===== src/rtl/traffic_conflict_monitor.sv =====
// Safety monitor for a two-road traffic light: debounces lamp drives, decodes phases,
// latches the first conflict/sequence/timing fault and requests a 1 Hz red flash.
module traffic_conflict_monitor #(
  parameter int CLK_HZ        = 100_000_000,
  parameter int GLITCH_CYCLES = 16,
  parameter int MIN_YELLOW_S  = 2,
  parameter int MAX_GREEN_S   = 15
) (
  input  logic       CLK100MHZ,
  input  logic       reset,
  input  logic [2:0] roadA_lamps,
  input  logic [2:0] roadB_lamps,
  input  logic       clear_fault,
  output logic       fault,
  output logic [2:0] fault_code,
  output logic       flash_red,
  output logic [1:0] phaseA,
  output logic [1:0] phaseB
);

  localparam int PW = (CLK_HZ > 1) ? $clog2(CLK_HZ) : 1;
  localparam int HW = (CLK_HZ > 3) ? $clog2(CLK_HZ / 2) : 1;
  localparam int GW = $clog2(GLITCH_CYCLES + 1);

  localparam logic [2:0] L_RED = 3'b001;
  localparam logic [2:0] L_GRN = 3'b100;
  localparam logic [2:0] L_YEL = 3'b010;

  localparam logic [PW-1:0] P_MAX = PW'(CLK_HZ - 1);
  localparam logic [HW-1:0] H_MAX = HW'(CLK_HZ / 2 - 1);
  localparam logic [GW-1:0] G_MAX = GW'(GLITCH_CYCLES - 1);
  localparam logic [4:0]    T_MINY = 5'(MIN_YELLOW_S);
  localparam logic [4:0]    T_MAXG = 5'(MAX_GREEN_S);

  function automatic logic [1:0] f_phase(input logic [2:0] v);
    case (v)
      L_RED:   f_phase = 2'd0;
      L_GRN:   f_phase = 2'd1;
      L_YEL:   f_phase = 2'd2;
      default: f_phase = 2'd3;
    endcase
  endfunction

  function automatic logic f_multi(input logic [2:0] v);
    f_multi = (v[0] & v[1]) | (v[0] & v[2]) | (v[1] & v[2]);
  endfunction

  logic [PW-1:0]       r_presc;
  logic [HW-1:0]       r_fcnt;
  logic [1:0][2:0]     r_filt;
  logic [1:0][2:0]     r_last;
  logic [1:0][GW-1:0]  r_gcnt;
  logic [1:0][4:0]     r_tmr;
  logic [1:0][1:0]     r_phase;
  logic                r_fault;
  logic [2:0]          r_code;
  logic                r_flash;

  logic [1:0][2:0] w_raw;
  logic [1:0][2:0] w_nxt;
  logic [1:0]      w_acc;
  logic [1:0]      w_gy;
  logic [1:0]      w_seq;
  logic [1:0]      w_short;
  logic [1:0]      w_stuck;
  logic            w_tick;
  logic            w_conf;
  logic            w_multi;
  logic            w_dark;
  logic            w_lvl;
  logic [2:0]      w_code;

  assign w_raw  = {roadB_lamps, roadA_lamps};
  assign w_tick = (r_presc == P_MAX);

  always_comb begin
    for (int i = 0; i < 2; i++) begin
      w_acc[i]   = (w_raw[i] != r_filt[i]) && (w_raw[i] == r_last[i]) &&
                   (r_gcnt[i] == G_MAX);
      w_nxt[i]   = w_acc[i] ? w_raw[i] : r_filt[i];
      w_gy[i]    = (r_filt[i] == L_GRN) || (r_filt[i] == L_YEL);
      w_seq[i]   = w_acc[i] &&
                   (((r_filt[i] == L_GRN) && (w_raw[i] == L_RED)) ||
                    ((r_filt[i] == L_YEL) && (w_raw[i] == L_GRN)) ||
                    ((r_filt[i] == L_RED) && (w_raw[i] == L_YEL)));
      w_short[i] = w_acc[i] && (r_filt[i] == L_YEL) &&
                   (w_raw[i] == L_RED) && (r_tmr[i] < T_MINY);
      w_stuck[i] = (r_filt[i] == L_GRN) && (r_tmr[i] > T_MAXG);
    end
    w_conf  = w_gy[0] & w_gy[1];
    w_multi = f_multi(r_filt[0]) | f_multi(r_filt[1]);
    w_dark  = (r_filt[0] == 3'b000) || (r_filt[1] == 3'b000);
    w_lvl   = w_conf | w_multi | w_dark | (|w_stuck);
    // Lowest code wins when several violations coincide
    if (w_conf)         w_code = 3'd1;
    else if (w_multi)   w_code = 3'd2;
    else if (w_dark)    w_code = 3'd3;
    else if (|w_seq)    w_code = 3'd4;
    else if (|w_short)  w_code = 3'd5;
    else if (|w_stuck)  w_code = 3'd6;
    else                w_code = 3'd0;
  end

  always_ff @(posedge CLK100MHZ or posedge reset) begin
    if (reset) begin
      r_presc <= '0;
      r_fcnt  <= '0;
      r_filt  <= {L_RED, L_RED};
      r_last  <= {L_RED, L_RED};
      r_gcnt  <= '0;
      r_tmr   <= '0;
      r_phase <= '0;
      r_fault <= 1'b0;
      r_code  <= 3'd0;
      r_flash <= 1'b0;
    end else begin
      r_presc <= w_tick ? '0 : r_presc + 1'b1;
      for (int i = 0; i < 2; i++) begin
        r_last[i] <= w_raw[i];
        // Count restarts on any raw change, so only a steady vector is accepted
        if (w_raw[i] == r_filt[i])      r_gcnt[i] <= '0;
        else if (w_raw[i] != r_last[i]) r_gcnt[i] <= GW'(1);
        else if (w_acc[i])              r_gcnt[i] <= '0;
        else                            r_gcnt[i] <= r_gcnt[i] + 1'b1;
        r_filt[i]  <= w_nxt[i];
        r_phase[i] <= f_phase(w_nxt[i]);
        if (w_acc[i])
          r_tmr[i] <= '0;
        else if (w_tick && (r_tmr[i] != 5'd31))
          r_tmr[i] <= r_tmr[i] + 1'b1;
      end
      if (!r_fault) begin
        if (w_code != 3'd0) begin
          r_fault <= 1'b1;
          r_code  <= w_code;
          r_flash <= 1'b1;
          r_fcnt  <= '0;
        end
      end else if (clear_fault && !w_lvl && (w_code == 3'd0)) begin
        r_fault <= 1'b0;
        r_code  <= 3'd0;
        r_flash <= 1'b0;
        r_fcnt  <= '0;
      end else begin
        if (clear_fault && !w_lvl)
          r_code <= w_code;
        if (r_fcnt == H_MAX) begin
          r_flash <= ~r_flash;
          r_fcnt  <= '0;
        end else begin
          r_fcnt  <= r_fcnt + 1'b1;
        end
      end
    end
  end

  assign fault      = r_fault;
  assign fault_code = r_code;
  assign flash_red  = r_flash;
  assign phaseA     = r_phase[0];
  assign phaseB     = r_phase[1];

endmodule

===== config.mk =====
export PLATFORM = sky130hd
export DESIGN_NAME = traffic_conflict_monitor
export DESIGN_NICKNAME = d
export VERILOG_FILES = /design/src/rtl/traffic_conflict_monitor.sv
export SDC_FILE = /design/constraint.sdc
export NUM_CORES = 1
export LEC_CHECK = 0
export CAP_MARGIN = 20
export CORE_MARGIN = 4
export CORE_UTILIZATION = 49
export DETAILED_ROUTE_END_ITERATION = 7
export GPL_ROUTABILITY_DRIVEN = 0
export GPL_TIMING_DRIVEN = 0
export PLACE_DENSITY = 0.72
export SLEW_MARGIN = 20
export SYNTH_ARGS = -nofsm -noshare
export SYNTH_HDL_FRONTEND = slang
export SYNTH_SLANG_ARGS = --single-unit

===== constraint.sdc =====
create_clock -name CLK100MHZ -period 2.8 [get_ports CLK100MHZ]
set_input_delay 0.56 -clock CLK100MHZ [delete_from_list [all_inputs] [get_ports CLK100MHZ]]
set_output_delay 0.56 -clock CLK100MHZ [all_outputs]
set_load 0.05 [all_outputs]

==> impl_metrics.ini <==
[global_route]
grt_first_pass_wirelength_mm = 19.6
grt_pass1_vias = 4050
grtUsageTotal_pct = 18.6
grt_remaining_overflow = 0
antenna_found_initial = 0
grt_max_degree = 32

[cts]
cts_tree = built
htreeDepth = 3
path_clk_slew_ns = 0.09
numCtsBuffers = 9
clkLatencyLatePin_ns = 0.36
clkSinkCount = 94
cts_root_buffer = clkbuf_8
clk_path_buf_depth = 2
postCtsHoldBufs = 0

[detailed_routing]
avgRoutedWirePerCell_um = 15.7
routed-wl-met3_um = 409
wl_met1_mm = 5.46
wl_mm = 11.2
topRoutingLayerUsed = met4
firstDrtPassIters = 6
drt-initial-drc-count = 289
met2_length_mm = 5.22
viasPerCell = 5.96
postRouteAntennaNets = 0
via_count = 4255
drcViolationCount = 0

[worst_setup_path]
r2r_end = r_fcnt[4]
cp.required_ns = 3.11
ff2ff_path_depth = 9
critical_path_class = register to register
endpoint_kind = register
crit_fanout = 10
reg2reg_setup_slack_ns = 0.09
cp_data_arrival_time_ns = 3.02
r2r_start = r_tmr[5]
start_kind = register

[yosys]
yosys_register_bits = 94
syn_inst = 540
synth.largest_area_cell = dfrtp_1
ys_warn_count = 0
yosysMostFrequentCell = dfrtp_1
synth.area.top_cells = dfrtp_1 (43%), xnor2_1 (4.5%), nand3_1 (4.4%), nor2_1 (4.1%), xor2_1 (3.8%)
avgSynthCellArea_um2 = 9.78
synth_edf_count = 0
synth_fp_nets = 559
synthDistinctLibCells = 67
ys.flop_type = dfrtp_1
async_reset_ff_share_pct = 100
yosysTopAreaCellShare_pct = 42.7
syn_area_mm2 = 0.00528
synth_common_cells = dfrtp_1 (90), nor2_1 (57), nand3_1 (46)
synth-seq-area-share_pct = 44.7

[worst_hold_path]
hold_end = r_last[0]
hold_depth = 1
min_from = roadA_lamps[0]
min_path_type = input port to register

[floorplan]
die_w_um = 112
num_rows = 37
die_h_um = 112
initial_core_util_pct = 50.7
die-area_mm2 = 0.0125
coreArea_mm2 = 0.0104
ioPinCount = 18

[layout]
antenna_cells = 0
area_growth_pct = 13.3
nets = 593
drive_above_1_share_pct = 11.4
fillers = 899
seqCellArea_mm2 = 0.00236
utilization_pct = 57.4
instances_no_fill = 714
multi_input_area_mm2 = 0.00275

[sta]
setup_tns_ns = 0
timing.final.max_slew_violations = 0
fmax_mhz = 369
finClkSkew_ns = 0.00826
layout_min_cycle_time_ns = 2.71
rsz0062_at_grt = false
worst_pin_slew_ns = 1.08
setup_viol = 0
finalCritPeriodShare_pct = 96.9
finalHoldViolations = 0
slew_headroom_pct = 27.6

[placed_design]
place.port_buffers = 17
numPlacedInstances = 696
dp_hpwl_mm = 8.02

[power]
irDropWorstVdd_mv = 0.343
p_per_area_mw_per_mm2 = 435
p_leak_uw = 0.00249

[job]
max_cap_viol_count = 0

[run_status]
outcome = completed
[per-stage QoR]
stage          hold slack, ns  total power (µW)  worst slack (ns)  cell area, µm²
2_1_floorplan           0.425              1490             0.179            5280
3_3_place_gp            0.439              1530            -0.254            5620
3_5_place_dp            0.479              1550            -0.299            5690
4_1_cts                 0.493              2620            0.0176            5950
5_1_grt                 0.451              2710           0.00874            5980
6_report                0.450              2600            0.0880            5980
[critical path: stages (launching register included)]
cell and delay (ns):
dfrtp_1 0.39, ha_2 0.19, and3_4 0.18, ha_1 0.18, or4b_1 0.46, o32a_1 0.23
and3_1 0.27, buf_4 0.20, a2111oi_1 0.38, a221o_1 0.17
[sequential cells by signal, indices dropped and copies added (netlist names), 3 cells and up]
register    count
r_fcnt         26
r_tmr          10
r_presc        27
r_gcnt         10
r_filt          6
r_last          6
fault_code      3
[metal layers]
metal  track usage (%)  vias up
li1                  -     2052
met2              28.9      103
met3              2.39       16
met5                 0        -
met1              26.9     2084
met4              6.08        0
[worst max-delay path by stage]
stage                               from         end  depth (start not counted)
after floorplan                 r_tmr[5]  r_fcnt[21]                         11
after global placement    roadA_lamps[0]   r_fcnt[4]                          9
after detailed placement  roadA_lamps[0]  r_fcnt[19]                          9
after CTS                       r_tmr[5]  r_fcnt[19]                         11
after global routing      roadB_lamps[0]   phaseB[0]                          8
final                           r_tmr[5]   r_fcnt[4]                          9
[logic make-up (layout without fill, tap and decap cells)]
group | after synthesis | in the layout | share of synthesized area, %
and+or+nand+nor | 244 | 244 | 25.4
DFF | 94 | 94 | 44.7
AOI/OAI and AO/OA | 88 | 88 | 13.0
xor gates and xnor gates | 50 | 50 | 8.30
buffers and inverters | 42 | 80 | 3.93
muxes | 12 | 12 | 2.32
adders and majority gates | 10 | 10 | 2.37
[where the power goes]
part           internal (µW)  switching (µW)  total [µW]
Sequential              1370            11.9        1390
Clock                    588             489        1080
Combinational           60.5            80.9         141
[placed cells by master, fill, tap and decap left out, types with 3 or more instances in the layout]
cell	synthesis	routed
clkdlybuf4s50_1	0	16
buf_6	3	3
nand4_1	17	17
and4_1	6	6
o21a_1	3	3
xnor2_1	27	27
or3_1	5	5
nand2b_1	7	7
dfstp_2	4	4
nor4_1	7	7
dfrtp_1	90	90
xor2_1	23	23
a221o_1	19	19
nor2_1	57	57
a22o_1	4	4
and2_1	8	7
a211oi_1	4	4
bufinv_16	0	3
buf_4	3	6
clkbuf_8	0	9
a2111oi_0	4	3
a22oi_1	3	3
inv_1	17	15
clkbuf_1	5	5
and3_1	18	17
a21oi_1	19	19
nor4bb_1	7	7
mux2i_1	10	8
nor2b_1	4	4
nor3_1	10	10
ha_1	10	9
o22ai_1	3	3
nand2_1	31	31
buf_2	13	13
nand3_1	46	45
o21ai_0	10	10
[final cells by class]
cell class,count,area share (%)
Buffer,24,2.34
Clock buffer,9,2.07
Clock inverter,6,1.86
Inverter,18,1.19
Multi-Input combinational cell,404,45.9
Sequential cell,94,39.4
Tap cell,136,2.84
Timing Repair Buffer,23,4.39
[what timing repair did]
action                     CTS  global route
setup endpoints to repair   20            23
cloned                       0             0
gates resized for setup      3             8
setup buffers                2             1
Power figures use the tool's default switching activity.
==> variant (config.mk and constraints unchanged) <==
Register the outputs `phaseA` and `phaseB`, cleared by the reset; this adds one clock of latency there. The other outputs are not delayed to match.
--- a/src/rtl/traffic_conflict_monitor.sv
+++ b/src/rtl/traffic_conflict_monitor.sv
@@ -159,4 +159,11 @@
   assign flash_red  = r_flash;
-  assign phaseA     = r_phase[0];
-  assign phaseB     = r_phase[1];
+  always_ff @(posedge CLK100MHZ or posedge reset) begin
+    if (reset) begin
+      phaseA <= '0;
+      phaseB <= '0;
+    end else begin
+      phaseA <= r_phase[0];
+      phaseB <= r_phase[1];
+    end
+  end
 
Function: same outputs for any inputs over 10 cycles, from zero or initial values and one cycle with reset high; that may be too few to reach the edited logic, so the function may still have changed.
==> variant against the original RTL <==
  * Sequential share of layout area up 1.7 points
  * Worst setup slack worse by 0.021 ns
  * Core utilization increased by 0.47 points
  * Clock skew up 0.00078 ns
  * Synthesized cell count down 4.3%
  * Sequential cell count rose by 4
  * Die area is 1.5% lower
  * Routed wire length shrank 7.8%
  * Critical path depth is 3 higher
  * Critical path type is now in2reg
  * Final area about the same
  * Area after synthesis fell by 1.6%
Power is not compared: it rests on default switching activity, and its combinational part moved more than twofold at a synthesized area within 25%.
==> variant: results (changes against the original RTL) <==
[outcome]
status = completed  ; unchanged

[final_layout]
num-multi-input-gates = 378  ; was 404
drive_gt1_share_pct = 13.0  ; was 11.4%
syn2layout_area_growth_pct = 15.1  ; was 13.3%
buffers = 41  ; was 47
clockBufferCount = 11  ; was 9
multi_input_area_share_pct = 44.4  ; was 45.9%
inverters_excl_clock = 22  ; was 18
clk_share_pct = 3.79  ; was 3.93%
stdcell_count = 691  ; was 714
design_area_um2 = 5980  ; about the same
fillers = 876  ; was 899
ff_latch_area_um2 = 2460  ; was 2360 um2
nets = 569  ; was 593
buf_share_pct = 6.36  ; was 6.73%

[global_route]
grtUsageMet3_pct = 3.88  ; was 2.39%
met1_usage_pct = 21.9  ; was 26.9%
first_global_vias = 3884  ; was 4050
grt_use_total_pct = 17.3  ; was 18.6%
grt_max_degree = 34  ; was 32
use_met2_pct = 28.9  ; about the same
grt_pass1_wl_mm = 17.9  ; was 19.6 mm

[synth]
syn_nets = 536  ; was 559
syn_area_per_cell_um2 = 10.0  ; was 9.78 um2
synthTopCellsByArea = dfrtp_1 45%, xnor2_1 5.4%, xor2_1 4.2%  ; was dfrtp_1 43%, xnor2_1 4.5%, nand3_1 4.4%
ys_types = 57  ; was 67
synthMuxAreaShare_pct = 1.95  ; was 2.32%
synth_seq_area_share_pct = 47.3  ; was 44.7%
synth_commonest_cells = 94 x dfrtp_1, 54 x nor2_1, 34 x nand2_1  ; was 90 x dfrtp_1, 57 x nor2_1, 46 x nand3_1
synth_fa_ha_area_share_pct = 2.41  ; was 2.37%
synth_xor_area_share_pct = 9.61  ; was 8.30%
synth_compound_area_share_pct = 9.40  ; was 13.0%

[worst_setup_path]
cp_slowest_cell = clkdlybuf4s50_1  ; was or4b_1
critPathTopFamily = buffers and inverters  ; was simple AND/OR/NAND/NOR gates
arrival_ns = 2.99  ; was 3.02 ns
max_stage_delay_ns = 0.42  ; was 0.46 ns

[drt]
drt_iter0_markers = 153  ; was 289
wirelength_mm = 10.4  ; was 11.2 mm
wl_met2_mm = 5.13  ; was 5.22 mm
vias_per_cell = 5.68  ; was 5.96
drt-met1-wl_mm = 4.61  ; was 5.46 mm
dr_wl_met3_um = 376  ; was 409 um
dr.pass1.iters = 4  ; was 6

[clocking]
cts_setup_buffers = 1  ; was 2
cts_buffer_depth = 2  ; unchanged
clkTransAtPathRegs_ns = 0.09  ; about the same
cts.sinks = 98  ; was 94
clock-root-buffer = clkbuf_8  ; unchanged

[timing]
clock_skew_ns = 0.00904  ; was 0.00826 ns
worst_pin_slew_ns = 0.648  ; was 1.08 ns
hold_violations = 0  ; unchanged

[place]
dpl.hpwl_mm = 7.38  ; was 8.02 mm
port_buffers = 17  ; unchanged
place_area_um2 = 5600  ; was 5690 um2
dp_slack_ns = -0.515  ; was -0.299 ns
dpl.cell_count = 673  ; was 696

[power]
clk-power_mw = 1.03
powerComb_uw = 422

[worst_hold_path]
min_path_type = reg2reg  ; was in2reg

==> variant: cell count changes in the layout (fill, tap and decap cells not counted), sizes merged, moves of 6 or more <==
| cell | delta |
|---|---|
| nor3 | +16 |
| nand3 | -19 |
| a21oi | -12 |
| a211o | +12 |
| nand2b | -6 |
| inv | +6 |
| a221o | -14 |
| and3 | +17 |
==> variant: path summary, 6_finish.rpt <==
kind	startpoint	end	slack, ns	cells past startpoint
hold reg to reg	r_phase[0]	phaseA[0]	0.35	0
min in group asynchronous	reset	r_presc[15]	0.49	2
setup / recovery	roadB_lamps[2]	r_fcnt[20]	0.07	12
max in group asynchronous	reset	r_last[3]	1.57	4
hold / removal	r_phase[0]	phaseA[0]	0.35	0
setup reg to reg	r_filt[4]	r_fcnt[15]	0.17	9
==> variant: worst reg2reg max path: cells and delay by family (launching register included) <==
family,cells,cell delay (ns)
AND/OR/NAND/NOR,2,0.50
AO/OA/AOI/OAI,5,1.20
buffers and inverters,2,0.40
flip-flops,1,0.43
